[config.mk]
export PLATFORM = sky130hd
export DESIGN_NAME = sc_level_tick_gen_flat
export DESIGN_NICKNAME = d
export VERILOG_FILES = /design/src/rtl/sc_level_tick_gen_pkg.sv /design/src/rtl/sc_level_tick_gen_if.sv /design/src/rtl/sc_level_tick_gen_prescaler.sv /design/src/rtl/sc_level_tick_gen.sv /design/src/flat_wrapper.sv
export SDC_FILE = /design/constraint.sdc
export NUM_CORES = 1
export LEC_CHECK = 0
export ABC_AREA = 1
export ABC_CLOCK_PERIOD_IN_PS = 1600
export CAP_MARGIN = 30
export CORE_ASPECT_RATIO = 0.9
export CORE_UTILIZATION = 56
export DETAILED_ROUTE_END_ITERATION = 7
export PLACE_DENSITY = 0.76
export REMOVE_ABC_BUFFERS = 1
export SLEW_MARGIN = 20
export SYNTH_ARGS = -nofsm -noshare
export SYNTH_HDL_FRONTEND = slang
export SYNTH_SLANG_ARGS = --single-unit
[constraint.sdc]
create_clock -name SC_LevelTick_CLOCK_50 -period 1.6 [get_ports SC_LevelTick_CLOCK_50]
set_input_delay 0.32 -clock SC_LevelTick_CLOCK_50 [delete_from_list [all_inputs] [get_ports SC_LevelTick_CLOCK_50]]
set_output_delay 0.32 -clock SC_LevelTick_CLOCK_50 [all_outputs]
set_load 0.02 [all_outputs]
[src/rtl/sc_level_tick_gen_pkg.sv]
// Shared definitions for the level-driven tick generator: FSM state
// encoding, level width and the top level value.
package sc_level_tick_pkg;

    localparam int LEVEL_W = 2;
    localparam logic [LEVEL_W-1:0] MAX_LEVEL = 2'd3;

    typedef enum logic [2:0] {
        ST_IDLE    = 3'd0,
        ST_RUN     = 3'd1,
        ST_PAUSE   = 3'd2,
        ST_LEVELUP = 3'd3,
        ST_SETTLE  = 3'd4
    } state_t;

endpackage

[src/rtl/sc_level_tick_gen_if.sv]
// Control/status bundle between the level register side and the tick
// generator. The master drives run/restart/level and watches the pulses.
interface sc_level_tick_gen_if;
    import sc_level_tick_pkg::*;

    logic               SC_LevelTick_run_InLow;
    logic               SC_LevelTick_restart_InLow;
    logic [LEVEL_W-1:0] SC_LevelTick_level_InBUS;
    logic               SC_LevelTick_tick_Out;
    logic               SC_LevelTick_change_level_OutLow;
    logic               SC_LevelTick_max_level_Out;

    modport master (
        output SC_LevelTick_run_InLow,
        output SC_LevelTick_restart_InLow,
        output SC_LevelTick_level_InBUS,
        input  SC_LevelTick_tick_Out,
        input  SC_LevelTick_change_level_OutLow,
        input  SC_LevelTick_max_level_Out
    );

    modport slave (
        input  SC_LevelTick_run_InLow,
        input  SC_LevelTick_restart_InLow,
        input  SC_LevelTick_level_InBUS,
        output SC_LevelTick_tick_Out,
        output SC_LevelTick_change_level_OutLow,
        output SC_LevelTick_max_level_Out
    );

endinterface

[src/rtl/sc_level_tick_gen_prescaler.sv]
// Base-unit strobe generator: counts 0..PRESCALE-1 while not held and
// flags the last count. Clear wins over counting and masks the strobe so
// a cleared cycle never produces a base unit.
module sc_prescaler #(
    parameter int PRESCALE  = 50000,
    parameter int CNT_WIDTH = 16
) (
    input  logic clk,
    input  logic rst_n,
    input  logic hold,
    input  logic clr,
    output logic strobe
);

    localparam logic [CNT_WIDTH-1:0] LAST = CNT_WIDTH'(PRESCALE - 1);

    logic [CNT_WIDTH-1:0] count;

    assign strobe = !hold && !clr && (count == LAST);

    // prescale counter: clear, hold, or count with wrap at LAST
    always_ff @(posedge clk or negedge rst_n) begin
        if (!rst_n) begin
            count <= '0;
        end else if (clr) begin
            count <= '0;
        end else if (!hold) begin
            if (count == LAST) begin
                count <= '0;
            end else begin
                count <= count + 1'b1;
            end
        end
    end

endmodule

[src/rtl/sc_level_tick_gen.sv]
// Level-driven game-speed timer. Emits a one-cycle tick every
// PRESCALE*PERIOD(level) cycles while running, counts ticks and requests a
// level-up (active-low, one cycle) after TICKS_PER_LEVEL ticks below the
// top level.
//
//   state   | meaning
//   --------+--------------------------------------------------------
//   IDLE    | after reset, counters hold until run is first requested
//   RUN     | prescaler/period/tick counters advance
//   PAUSE   | run released; counters hold, no pulses
//   LEVELUP | one cycle; change_level request is registered out
//   SETTLE  | one cycle; level register takes the new level
module sc_level_tick_gen
    import sc_level_tick_pkg::*;
#(
    parameter int PRESCALE        = 50000,
    parameter int PERIOD_L0       = 1000,
    parameter int PERIOD_L1       = 750,
    parameter int PERIOD_L2       = 500,
    parameter int PERIOD_L3       = 250,
    parameter int TICKS_PER_LEVEL = 60,
    parameter int CNT_WIDTH       = 16
) (
    input logic                SC_LevelTick_CLOCK_50,
    input logic                SC_LevelTick_RESET_InLow,
    sc_level_tick_gen_if.slave bus
);

    localparam logic [CNT_WIDTH-1:0] P0_LAST   = CNT_WIDTH'(PERIOD_L0 - 1);
    localparam logic [CNT_WIDTH-1:0] P1_LAST   = CNT_WIDTH'(PERIOD_L1 - 1);
    localparam logic [CNT_WIDTH-1:0] P2_LAST   = CNT_WIDTH'(PERIOD_L2 - 1);
    localparam logic [CNT_WIDTH-1:0] P3_LAST   = CNT_WIDTH'(PERIOD_L3 - 1);
    localparam logic [CNT_WIDTH-1:0] TICK_LAST = CNT_WIDTH'(TICKS_PER_LEVEL - 1);

    logic clk;
    logic rst_n;

    state_t state;
    state_t state_next;

    logic [LEVEL_W-1:0]   level;
    logic [LEVEL_W-1:0]   prev_level;
    logic                 run_req;
    logic                 restart;
    logic                 level_changed;
    logic                 cnt_clr;
    logic                 counting;
    logic                 base_strobe;
    logic                 tick_hit;
    logic                 tick_last;
    logic                 levelup_req;
    logic                 change_next;
    logic [CNT_WIDTH-1:0] period_cnt;
    logic [CNT_WIDTH-1:0] period_last;
    logic [CNT_WIDTH-1:0] tick_cnt;
    logic                 tick_q;
    logic                 change_q;
    logic                 max_q;

    assign clk   = SC_LevelTick_CLOCK_50;
    assign rst_n = SC_LevelTick_RESET_InLow;

    assign level         = bus.SC_LevelTick_level_InBUS;
    assign run_req       = !bus.SC_LevelTick_run_InLow;
    assign restart       = !bus.SC_LevelTick_restart_InLow;
    assign level_changed = (level != prev_level);
    // any level change, internal or external, starts a clean period
    assign cnt_clr       = restart || level_changed;
    assign counting      = (state == ST_RUN);

    sc_prescaler #(
        .PRESCALE  (PRESCALE),
        .CNT_WIDTH (CNT_WIDTH)
    ) u_prescaler (
        .clk    (clk),
        .rst_n  (rst_n),
        .hold   (!counting),
        .clr    (cnt_clr),
        .strobe (base_strobe)
    );

    // period length for the current level
    always_comb begin
        period_last = P0_LAST;
        case (level)
            2'd0:    period_last = P0_LAST;
            2'd1:    period_last = P1_LAST;
            2'd2:    period_last = P2_LAST;
            default: period_last = P3_LAST;
        endcase
    end

    // base_strobe is already masked by clear and hold
    assign tick_hit    = base_strobe && (period_cnt == period_last);
    assign tick_last   = tick_hit && (tick_cnt == TICK_LAST);
    assign levelup_req = tick_last && (level != MAX_LEVEL);

    // period counter: base units within the current tick period
    always_ff @(posedge clk or negedge rst_n) begin
        if (!rst_n) begin
            period_cnt <= '0;
        end else if (cnt_clr) begin
            period_cnt <= '0;
        end else if (base_strobe) begin
            if (period_cnt == period_last) begin
                period_cnt <= '0;
            end else begin
                period_cnt <= period_cnt + 1'b1;
            end
        end
    end

    // tick counter: ticks since the last level-up boundary
    always_ff @(posedge clk or negedge rst_n) begin
        if (!rst_n) begin
            tick_cnt <= '0;
        end else if (cnt_clr) begin
            tick_cnt <= '0;
        end else if (tick_hit) begin
            if (tick_last) begin
                tick_cnt <= '0;
            end else begin
                tick_cnt <= tick_cnt + 1'b1;
            end
        end
    end

    // FSM state register
    always_ff @(posedge clk or negedge rst_n) begin
        if (!rst_n) begin
            state <= ST_IDLE;
        end else begin
            state <= state_next;
        end
    end

    // FSM next state and change-level request
    always_comb begin
        state_next  = state;
        change_next = 1'b1;
        case (state)
            ST_IDLE: begin
                if (run_req) state_next = ST_RUN;
            end
            ST_RUN: begin
                if (levelup_req)   state_next = ST_LEVELUP;
                else if (!run_req) state_next = ST_PAUSE;
            end
            ST_PAUSE: begin
                if (run_req) state_next = ST_RUN;
            end
            ST_LEVELUP: begin
                state_next  = ST_SETTLE;
                change_next = restart;
            end
            ST_SETTLE: begin
                state_next = run_req ? ST_RUN : ST_PAUSE;
            end
            default: begin
                state_next = ST_IDLE;
            end
        endcase
        // restart abandons a level-up in flight
        if (restart && (state == ST_LEVELUP || state == ST_SETTLE)) begin
            state_next = ST_RUN;
        end
    end

    // registered outputs and previous-level tracking
    always_ff @(posedge clk or negedge rst_n) begin
        if (!rst_n) begin
            tick_q     <= 1'b0;
            change_q   <= 1'b1;
            max_q      <= 1'b0;
            prev_level <= '0;
        end else begin
            tick_q     <= tick_hit;
            change_q   <= change_next;
            max_q      <= (level == MAX_LEVEL);
            prev_level <= level;
        end
    end

    assign bus.SC_LevelTick_tick_Out            = tick_q;
    assign bus.SC_LevelTick_change_level_OutLow = change_q;
    assign bus.SC_LevelTick_max_level_Out       = max_q;

endmodule

[src/flat_wrapper.sv]
// flat-port wrapper written by rule: the top's interface ports become plain ports
module sc_level_tick_gen_flat import sc_level_tick_pkg::*;
#(
    parameter int PRESCALE        = 50000,
    parameter int PERIOD_L0       = 1000,
    parameter int PERIOD_L1       = 750,
    parameter int PERIOD_L2       = 500,
    parameter int PERIOD_L3       = 250,
    parameter int TICKS_PER_LEVEL = 60,
    parameter int CNT_WIDTH       = 16
)
  (SC_LevelTick_CLOCK_50, SC_LevelTick_RESET_InLow, bus_SC_LevelTick_run_InLow, bus_SC_LevelTick_restart_InLow, bus_SC_LevelTick_level_InBUS, bus_SC_LevelTick_tick_Out, bus_SC_LevelTick_change_level_OutLow, bus_SC_LevelTick_max_level_Out);
  sc_level_tick_gen_if bus_i ();
  input logic SC_LevelTick_CLOCK_50;
  input logic SC_LevelTick_RESET_InLow;
  input wire logic [$bits(bus_i.SC_LevelTick_run_InLow)-1:0] bus_SC_LevelTick_run_InLow;
  input wire logic [$bits(bus_i.SC_LevelTick_restart_InLow)-1:0] bus_SC_LevelTick_restart_InLow;
  input wire logic [$bits(bus_i.SC_LevelTick_level_InBUS)-1:0] bus_SC_LevelTick_level_InBUS;
  output wire logic [$bits(bus_i.SC_LevelTick_tick_Out)-1:0] bus_SC_LevelTick_tick_Out;
  output wire logic [$bits(bus_i.SC_LevelTick_change_level_OutLow)-1:0] bus_SC_LevelTick_change_level_OutLow;
  output wire logic [$bits(bus_i.SC_LevelTick_max_level_Out)-1:0] bus_SC_LevelTick_max_level_Out;
  assign bus_i.SC_LevelTick_run_InLow = bus_SC_LevelTick_run_InLow;
  assign bus_i.SC_LevelTick_restart_InLow = bus_SC_LevelTick_restart_InLow;
  assign bus_i.SC_LevelTick_level_InBUS = bus_SC_LevelTick_level_InBUS;
  assign bus_SC_LevelTick_tick_Out = bus_i.SC_LevelTick_tick_Out;
  assign bus_SC_LevelTick_change_level_OutLow = bus_i.SC_LevelTick_change_level_OutLow;
  assign bus_SC_LevelTick_max_level_Out = bus_i.SC_LevelTick_max_level_Out;
  sc_level_tick_gen #(.PRESCALE(PRESCALE), .PERIOD_L0(PERIOD_L0), .PERIOD_L1(PERIOD_L1), .PERIOD_L2(PERIOD_L2), .PERIOD_L3(PERIOD_L3), .TICKS_PER_LEVEL(TICKS_PER_LEVEL), .CNT_WIDTH(CNT_WIDTH)) u_core (.SC_LevelTick_CLOCK_50(SC_LevelTick_CLOCK_50), .SC_LevelTick_RESET_InLow(SC_LevelTick_RESET_InLow), .bus(bus_i));
endmodule
==> run_results.csv, run 1 <==
group,metric,value,unit
synthesis,netlist_instances,449,
power,p_leak,2.05,nW
route,dr.pass1.iters,5,
clock_tree,cts_tree,"done",
synthesis,synthTopCellsByArea,"dfrtp_1, nand2_1, inv_1",
setup_path,cp.required,1870,ps
placed_design,place_congestion,0.898,
setup_path,critPathKind,"flip-flop to flip-flop",
synthesis,synth_area,3360,um^2
finish,fillers,378,
global_route,grt_start_max_net_pins,57,
finish,drive_gt1_share,33.1,%
route,wl_met3,509,um
global_route,grt_overflow,0,
placed_design,hpwlAfterDp,5.78,mm
setup_path,path_max_fanout,4,
timing,setup_tns,-2230,ps
route,wl_per_cell,14.6,um
die,dieArea,6320,um^2
clock_tree,root_buffer,"clkbuf_8",
clock_tree,clkSinkCount,56,
die,rows,26,
setup_path,crit_buf_inv,2,
finish,n_antenna_cell,0,
finish,final_cell_mix,"nand2_1, buf_4, dfrtp_1",
global_route,antenna_found_initial,0,
setup_path,cp_slowest_cell,"dfrtp_1",
die,ios,9,
global_route,grt_pass1_wl,13.5,mm
timing,clock-skew-final,16.4,ps
route,viasPerCell,5.56,
clock_tree,clkLatencyLatePin,330,ps
synthesis,synth_ff_type,"dfrtp_1",
finish,nNetsFinal,555,
setup_path,crit_cells,11,
power,pwr_density_cell,657,nW/um^2
route,via_count,3428,
die,core,5730,um^2
setup_path,cp_top_family,"simple AND/OR/NAND/NOR gates",
route,antenna_left,0,
finish,syn_to_final_growth,35.3,%
setup_path,crit_arrival,2010,ps
setup_path,critPathCaptureType,"flip-flop",
synthesis,synth_top_area_share,41.0,%
synthesis,avgSynthCellArea,7.48,um^2
clock_tree,ctsLongestPathBuffers,2,
run_status,status,"complete, but fails checks",
timing,layout_setup_ws,-134,ps
placed_design,post_dp_cell_area,4080,um^2
timing,finalCritPeriodShare,108,%
die,die_width,83.7,um
setup_path,rr_worst_depth,11,
setup_path,critPathMaxStageDelay,380,ps
job,cap_violations,0,
route,drt-total-wl,8.98,mm
synthesis,yosys_warnings,0,
run_status,violations,"negative setup slack",
clock_tree,h-tree-depth,2,
setup_path,path_common_cell,"nand2_1",
synthesis,synth-seq-cells,56,
timing,fmax,577,MHz
timing,rsz0062_at_grt,"true",
synthesis,synth_enable_flop_cells,0,
finish,final_area,4550,um^2
route,drt_iter0_drc,275,
timing,slew_headroom,78.0,%
synthesis,ys_async_sr_fraction,100,%
timing,setup_violations,34,
power,max-vdd-ir-drop,0.00108,V
route,drc_errors,0,
worst_hold_path,hold_class,"input port to flip-flop",
placed_design,portBuffers,8,
setup_path,path_cells,"nand2_1, inv_1, nand2_1, nor2_2, nand2_4, nor2_8, nand4_1, nand3_2, buf_4, nand3_2, nand2_1",
timing,min_period,1730,ps
clock_tree,numCtsBuffers,5,
finish,final_common_cell,"nand2_1",
timing,tightestPinTransition,327,ps
synthesis,synth-seq-area-share,41.7,%
die,start_util,58.7,%
route,met2WireLength,4.41,mm
clock_tree,clk_pin_slew_worst_paths,110,ps
synthesis,yosys.area.top_type,"dfrtp_1",
die,die_y,75.5,um
timing,timing_max_transition_violations_final,0,
global_route,grt_pass1_vias,2991,
synthesis,ys_types,41,
worst_hold_path,hold_depth,1,
setup_path,ff2ff_setup_slack,-130,ps
route,top_layer,"met4",
timing,hold_viol_final,0,
route,wl_met1,3.93,mm
global_route,grt_use_total,26.7,%
setup_path,critPathLaunchType,"flip-flop",
[metal layers]
metal,vias to the layer above,track usage [%]
met5,-,0
met4,0,8.47
met3,18,4.01
met2,135,45.0
met1,1613,36.4
li1,1662,-
[cell type report]
cell class	count	area (um^2)	area share [%]
Sequential cell	56	1400	30.9
Clock inverter	2	16.3	0.358
Multi-Input combinational cell	326	1930	42.4
Clock buffer	6	72.6	1.60
Tap cell	70	87.6	1.93
Inverter	61	244	5.37
Timing Repair Buffer	95	788	17.3
Timing Repair inverter	1	7.51	0.165
[final timing paths]
path	startpoint	to
setup / recovery	u_core.u_prescaler.count[8]	u_core.state[0]
hold / removal	bus_SC_LevelTick_level_InBUS[1]	u_core.prev_level[1]
setup reg to reg	u_core.u_prescaler.count[8]	u_core.state[0]
hold reg to reg	u_core.tick_cnt[1]	u_core.tick_cnt[1]
max in group asynchronous	SC_LevelTick_RESET_InLow	u_core.bus.SC_LevelTick_change_level_OutLow
min in group asynchronous	SC_LevelTick_RESET_InLow	u_core.u_prescaler.count[4]
[Yosys cell counts (2+ instances only)]
library cell	number
inv_2	6
nand2_8	2
nor2_2	9
nor2_1	50
buf_2	5
o21ai_1	12
nor3_1	9
nor4_1	4
nand4_1	18
ha_1	3
nand3_1	31
xor2_1	9
nand3_2	3
xnor2_1	3
nor2_4	3
inv_1	52
nand2_2	5
nand2_1	102
a31oi_1	3
o22ai_1	8
nor3_2	2
o31ai_1	2
o21ai_0	25
dfrtp_1	55
a21oi_1	12
[where the power goes]
part           internal, W  switching [W]
Sequential         0.00147      0.0000279
Combinational     0.000280       0.000400
Clock             0.000313       0.000496
[state kept, by name (all words and copies together), names as in the netlist]
signal / count
u_core.state: 3
u_core.prev_level: 2
u_core.u_prescaler.count: 16
u_core.bus.SC_LevelTick_change_level_OutLow: 1
u_core.bus.SC_LevelTick_max_level_Out: 1
u_core.period_cnt: 16
u_core.bus.SC_LevelTick_tick_Out: 1
u_core.tick_cnt: 16
[timing repair]
action / in CTS / in global routing
gates resized for setup: 33 / 59
gates cloned: 2 / 0
setup buffers: 1 / 8
pin swaps: 13 / 29
hold endpoints to repair: 32 / 0
hold buffers: 1 / 0
endpoints found under the setup margin: 52 / 50
[cell families (layout without fill, tap and decap cells)]
kind of cell / count (synthesis) / after routing / synth area share (%)
simple gates: 245 / 246 / 35.2
buf+inv: 68 / 165 / 8.23
compound gates: 65 / 65 / 10.6
flops: 56 / 56 / 41.7
xor+xnor: 12 / 12 / 3.13
fa+ha+maj: 3 / 3 / 1.12
[through the flow]
step	utilization (%)	total power (W)	instances	setup slack [ps]	hold WS [ps]
floorplan	-	0.00181	442	-55.1	24.4
global placement	71.3	0.00208	598	-436	341
detailed placement	71.3	0.00210	598	-514	347
CTS	74.9	0.00291	610	-84.4	366
global route	79.4	0.00312	617	-233	366
finish	79.4	0.00299	617	-134	372
No activity file was read; power rests on OpenSTA's default activity.
==> inputs of run 2 (changes only) <==
Settings changed: ABC_AREA 1 to not set.
==> run 2 against run 1 <==
Net effect: the flow finishes with violations (design-rule violations, negative setup slack); worst setup slack got worse by 960 ps; clock power up 63%; clock skew about the same; combinational power down 61%; global-route usage up 17 points; die area is 4.6% lower; synthesized area fell by 4.7%; maximum frequency shrank 36%; first-iteration DRC count is 150% higher; non-clock buffer count is 44 higher; critical endpoint is now u_core.tick_cnt[3].
==> run_results.csv, run 2 <==
group,metric,value,unit
synthesis,synth_top_area_share,43.0,%
finish,syn_to_final_growth,56.1,%
route,drt_iter0_drc,674,
finish,fin_cells,558,
power,p_leak,2.24,nW
worst_hold_path,hold_class,"input port to asynchronous set/reset pin",
clock_tree,h-tree-depth,2,
global_route,grt_start_max_net_pins,57,
global_route,grt_overflow,0,
setup_path,cp_top_family,"simple AND/OR/NAND/NOR gates",
timing,finalCritPeriodShare,169,%
power,max-vdd-ir-drop,0.000549,V
die,dieArea,6030,um^2
clock_tree,clkLatencyLatePin,340,ps
setup_path,path_common_cell,"buf_6",
finish,largest_registers,"u_core.period_cnt: 16 flops, u_core.tick_cnt: 16 flops, u_core.u_prescaler.count: 16 flops",
clock_tree,clkSinkCount,56,
global_route,grtUsageMet3,10.8,%
die,die_width,81.7,um
run_status,violations,"design-rule violations, negative setup slack",
timing,clock-skew-final,16.6,ps
placed_design,dp_slack,-986,ps
timing,setup_tns,-39450,ps
route,viasPerCell,7.63,
setup_path,critPathMaxStageDelay,610,ps
synthesis,ys_async_sr_fraction,100,%
clock_tree,clk_pin_slew_worst_paths,120,ps
setup_path,critPathKind,"flip-flop to flip-flop",
setup_path,cp_slowest_cell,"or4b_4",
timing,tightestPinTransition,539,ps
setup_path,crit_arrival,2930,ps
route,wl_per_cell,26.6,um
placed_design,place_inst,522,
global_route,grt_pass1_wl,19.3,mm
synthesis,synth_area,3200,um^2
setup_path,path_cells,"or4b_4, nor4_4, buf_6, nand4b_4, buf_6, inv_4, buf_6, nand4b_1, a21oi_1",
global_route,grt_busiest_layer,"met2",
die,start_util,59.5,%
setup_path,r2r-end,"u_core.tick_cnt[3]",
synthesis,synth-seq-area-share,43.8,%
timing,rsz0062_at_grt,"true",
setup_path,rr_startpoint,"u_core.u_prescaler.count[11]",
synthesis,synth_top_family_by_area,"simple AND/OR/NAND/NOR gates",
finish,final_common_cell,"buf_4",
timing,slew_headroom,64.0,%
setup_path,crit_start,"u_core.u_prescaler.count[11]",
finish,post-route-util,92.9,%
timing,layout_setup_ws,-1100,ps
setup_path,ff2ff_setup_slack,-1100,ps
setup_path,critPathCaptureType,"flip-flop",
setup_path,path_max_fanout,8,
die,ios,9,
clock_tree,cts_tree,"done",
synthesis,synthTopCellsByArea,"dfrtp_1, nand3_1, o21ai_0",
timing,timing_max_transition_violations_final,0,
synthesis,synth_ff_type,"dfrtp_1",
synthesis,ys_types,54,
synthesis,netlist_instances,356,
route,via_count,4256,
global_route,grt_use_met1,54.4,%
finish,nNetsFinal,498,
clock_tree,root_buffer,"clkbuf_8",
finish,drive_gt1_share,43.7,%
finish,final_area,5000,um^2
timing,hold_viol_final,0,
timing,fmax,371,MHz
route,dr.pass1.iters,8,
power,pwr_density_cell,605,nW/um^2
finish,final_cell_mix,"buf_4, dfrtp_1, nand3_1, nand2_1, buf_6",
setup_path,cp.required,1840,ps
route,drt-total-wl,14.8,mm
synthesis,synthXorXnorAreaFrac,0.820,%
clock_tree,ctsLongestPathBuffers,2,
synthesis,yosys.area.top_type,"dfrtp_1",
die,die_y,73.8,um
timing,min_period,2700,ps
die,rows,25,
route,drc_errors,1,
job,cap_violations,0,
synthesis,synth-seq-cells,56,
setup_path,rr_worst_depth,9,
setup_path,crit_buf_inv,4,
synthesis,synth_enable_flop_cells,0,
clock_tree,numCtsBuffers,5,
timing,setup_violations,51,
synthesis,yosys.area_share.simple,31.8,%
run_status,status,"complete, but fails checks",
synthesis,synth_compound_area_share,18.3,%
synthesis,yosys_warnings,0,
synthesis,synthAdderAreaFrac,1.17,%
global_route,grt_use_total,44.0,%
die,core,5380,um^2
synthesis,avgSynthCellArea,9.00,um^2
route,antenna_left,0,
global_route,antenna_found_initial,2,
synthesis,yosysMostFrequentCell,"dfrtp_1",
placed_design,hpwlAfterDp,6.10,mm
placed_design,post_dp_cell_area,4100,um^2
setup_path,critPathLaunchType,"flip-flop",
synthesis,synthMuxAreaShare,1.33,%
synthesis,synth_common_cells,"dfrtp_1, nand3_1, nand2_1",
placed_design,place_congestion,0.924,
global_route,met2_usage,69.5,%
global_route,grt_pass1_vias,3712,
placed_design,portBuffers,8,
-- run 2: layout make-up --
cell class,instances,area [um^2]
Clock buffer,5,68.8
Multi-Input combinational cell,279,2100
Timing Repair Buffer,139,1220
Clock inverter,3,90.1
Antenna cell,1,2.50
Sequential cell,56,1400
Fill cell,191,382
Tap cell,67,83.8
Inverter,8,32.5
-- run 2: cells by family (layout without fill, tap and decap cells) --
logic type | Yosys count | in the layout
compound gates | 94 | 94
xor+xnor | 3 | 3
fa+ha+maj | 3 | 3
buf+inv | 22 | 155
flops | 56 | 56
mux | 4 | 4
other cells | 0 | 1
simple gates | 174 | 175
-- run 2: tightest hold or removal path: cells and delay by family --
family | cells | cell delay (ps)
buf+inv | 3 | 900
-- run 2: report_power, final --
group | internal (W) | switching [W]
combinational | 0.000109 | 0.000156
sequential | 0.00143 | 0.00000689
clock | 0.000783 | 0.000542
-- run 2: worst max path at each step --
stage,to,slack [ps],cells past startpoint
finish,u_core.tick_cnt[3],-1100,9
floorplan,u_core.period_cnt[13],-1220,5
global placement,u_core.tick_cnt[5],-900,8
global route,u_core.tick_cnt[3],-1250,9
detailed placement,u_core.tick_cnt[8],-990,9
CTS,u_core.period_cnt[13],-720,6
-- run 2: per-stage QoR --
step	hold WS, ps	power, W
final	476	0.00302
after global routing	548	0.00308
after CTS	531	0.00293
after detailed placement	341	0.00166
after global placement	342	0.00166
after floorplan	24.4	0.00154
-- run 2: timing repair --
| action | 4_1_cts | 5_1_grt |
|---|---|---|
| endpoints found under the setup margin | 52 | 53 |
| hold endpoints to repair | 9 | 0 |
| gates resized for setup | 88 | 57 |
| setup buffers | 21 | 11 |
| gates cloned | 2 | 0 |
| pin swaps | 48 | 28 |
| hold buffers | 1 | 0 |
-- run 2: metal layers --
metal  vias up  share of wire (%)
li1       1645                  -
met1      1957                 34
met2       473                 43
met3       179                 13
met4         2                9.7
met5         -               0.27
==> inputs of run 3 (changes only) <==
Settings changed: REMOVE_ABC_BUFFERS 1 to not set.
==> run 3 against run 2 <==
Net effect: the run ends with negative setup slack left; critical endpoint is now u_core.period_cnt[9]; via count fell by 2.7%; final area fell by 1.6%; clock-buffer cell count rose by 2.
==> run_results.csv, run 3 (synthesized netlist as in run 2, its figures left out) <==
group,metric,value,unit
die,rows,25,
route,drt-total-wl,13.8,mm
power,power,0.00256,W
die,ios,9,
timing,fmax,398,MHz
timing,hold_viol_final,0,
timing,slew_headroom,56.1,%
timing,rsz0062_at_grt,"true",
job,cap_violations,0,
global_route,grt_start_max_net_pins,24,
synthesis,syn-num-nets,365,
setup_path,crit_buf_inv,1,
clock_tree,root_buffer,"clkbuf_8",
die,dieArea,6030,um^2
clock_tree,cts_tree,"done",
finish,largest_registers,"u_core.period_cnt: 16 flops, u_core.tick_cnt: 16 flops, u_core.u_prescaler.count: 16 flops",
finish,drive_gt1_share,42.8,%
finish,n_antenna_cell,0,
placed_design,portBuffers,8,
route,via_count,4143,
power,max-vdd-ir-drop,0.000412,V
setup_path,critPathCaptureType,"flip-flop",
clock_tree,numCtsBuffers,5,
run_status,violations,"negative setup slack",
setup_path,cp_slowest_cell,"or4b_4",
timing,tightestPinTransition,654,ps
power,pwr_density_cell,520,nW/um^2
global_route,antenna_found_initial,0,
die,die_width,81.7,um
power,p_leak,2.15,nW
global_route,grt_pass1_wl,17.0,mm
route,drc_errors,0,
finish,fin_cells,558,
clock_tree,clk_pin_slew_worst_paths,110,ps
route,drt_iter0_drc,499,
finish,seq_area,1400,um^2
clock_tree,ctsLongestPathBuffers,2,
finish,fillers,194,
run_status,status,"complete, but fails checks",
global_route,grt_use_total,37.8,%
clock_tree,h-tree-depth,2,
route,antenna_left,0,
finish,final_cell_mix,"buf_4, dfrtp_1, nand2_1",
setup_path,critPathKind,"flip-flop to flip-flop",
setup_path,path_max_fanout,7,
route,viasPerCell,7.42,
finish,syn_to_final_growth,53.6,%
route,dr.pass1.iters,8,
setup_path,r2r-end,"u_core.period_cnt[9]",
die,start_util,59.5,%
setup_path,crit_arrival,2730,ps
worst_hold_path,hold_class,"input port to asynchronous set/reset pin",
setup_path,critPathLaunchType,"flip-flop",
global_route,grt_overflow,0,
global_route,grt_pass1_vias,3626,
clock_tree,clkSinkCount,56,
finish,multi_input_area,2100,um^2
timing,layout_setup_ws,-909,ps
die,core,5380,um^2
setup_path,cp.required,1820,ps
finish,final_common_cell,"buf_4",
timing,clock-skew-final,19.8,ps
timing,finalCritPeriodShare,157,%
setup_path,critPathMaxStageDelay,580,ps
timing,timing_max_transition_violations_final,0,
setup_path,cp_top_family,"simple AND/OR/NAND/NOR gates",
setup_path,ff2ff_setup_slack,-910,ps
setup_path,rr_worst_depth,6,
placed_design,place_congestion,0.869,
setup_path,rr_startpoint,"u_core.u_prescaler.count[7]",
placed_design,hpwlAfterDp,6.63,mm
placed_design,place_inst,530,
clock_tree,clkLatencyLatePin,330,ps
finish,nNetsFinal,499,
timing,min_period,2510,ps
setup_path,path_cells,"or4b_4, or4_4, a211oi_4, buf_6, a21oi_1, o21ai_1",
route,wl_per_cell,24.7,um
timing,setup_violations,51,
die,die_y,73.8,um
==> run 3: how the worst max path moves through the flow <==
stage	from	endpoint	depth (start not counted)
after floorplan	u_core.u_prescaler.count[5]	u_core.tick_cnt[2]	5
after global placement	bus_SC_LevelTick_level_InBUS[0]	u_core.tick_cnt[14]	8
after detailed placement	bus_SC_LevelTick_level_InBUS[1]	u_core.tick_cnt[7]	8
after CTS	u_core.u_prescaler.count[5]	u_core.tick_cnt[14]	6
after global routing	u_core.u_prescaler.count[7]	u_core.period_cnt[9]	6
final	u_core.u_prescaler.count[7]	u_core.period_cnt[9]	6
==> run 3: worst register-to-register path, delay by kind of cell, from the launching register on <==
family | cells | cell delay, ps
flops | 1 | 410
compound gates | 3 | 670
simple gates | 2 | 1150
buf+inv | 1 | 190
==> run 3: report_power, final <==
part	total (W)	internal, W	switching [W]
clock	0.000840	0.000354	0.000487
combinational	0.000285	0.000121	0.000165
sequential	0.00143	0.00143	0.00000717
==> run 3: metal layers <==
metal	part of all wire [%]	global-route usage [%]
met1	35	42.5
met2	47	68.2
met3	12	7.33
met4	6.3	17.5
met5	0	0
==> run 3: timing repair <==
item                       4_1_cts  5_1_grt
setup endpoints to repair       52       53
gates cloned                     2        1
hold endpoints to repair        16        0
gates resized for setup         26       92
pin swaps                       10       40
setup buffers                    6       13
hold buffers                     1        0
==> run 3: through the flow <==
stage	hold WS [ps]	setup WS, ps	utilization, %	setup TNS [ps]	area [um^2]
final	495	-909	91.5	-34200	4920
after CTS	496	-704	84.1	-30780	4530
after global placement	306	-814	79.3	-33460	4260
after global routing	521	-919	91.5	-37730	4920
after detailed placement	303	-905	79.3	-36430	4260
after floorplan	24.4	-735	-	-29190	3310
==> run 3: layout make-up <==
type | count | area share (%)
Clock buffer | 7 | 1.75
Sequential cell | 56 | 28.5
Multi-Input combinational cell | 279 | 42.7
Inverter | 8 | 0.661
Timing Repair Buffer | 140 | 24.5
Tap cell | 67 | 1.70
Clock inverter | 1 | 0.153
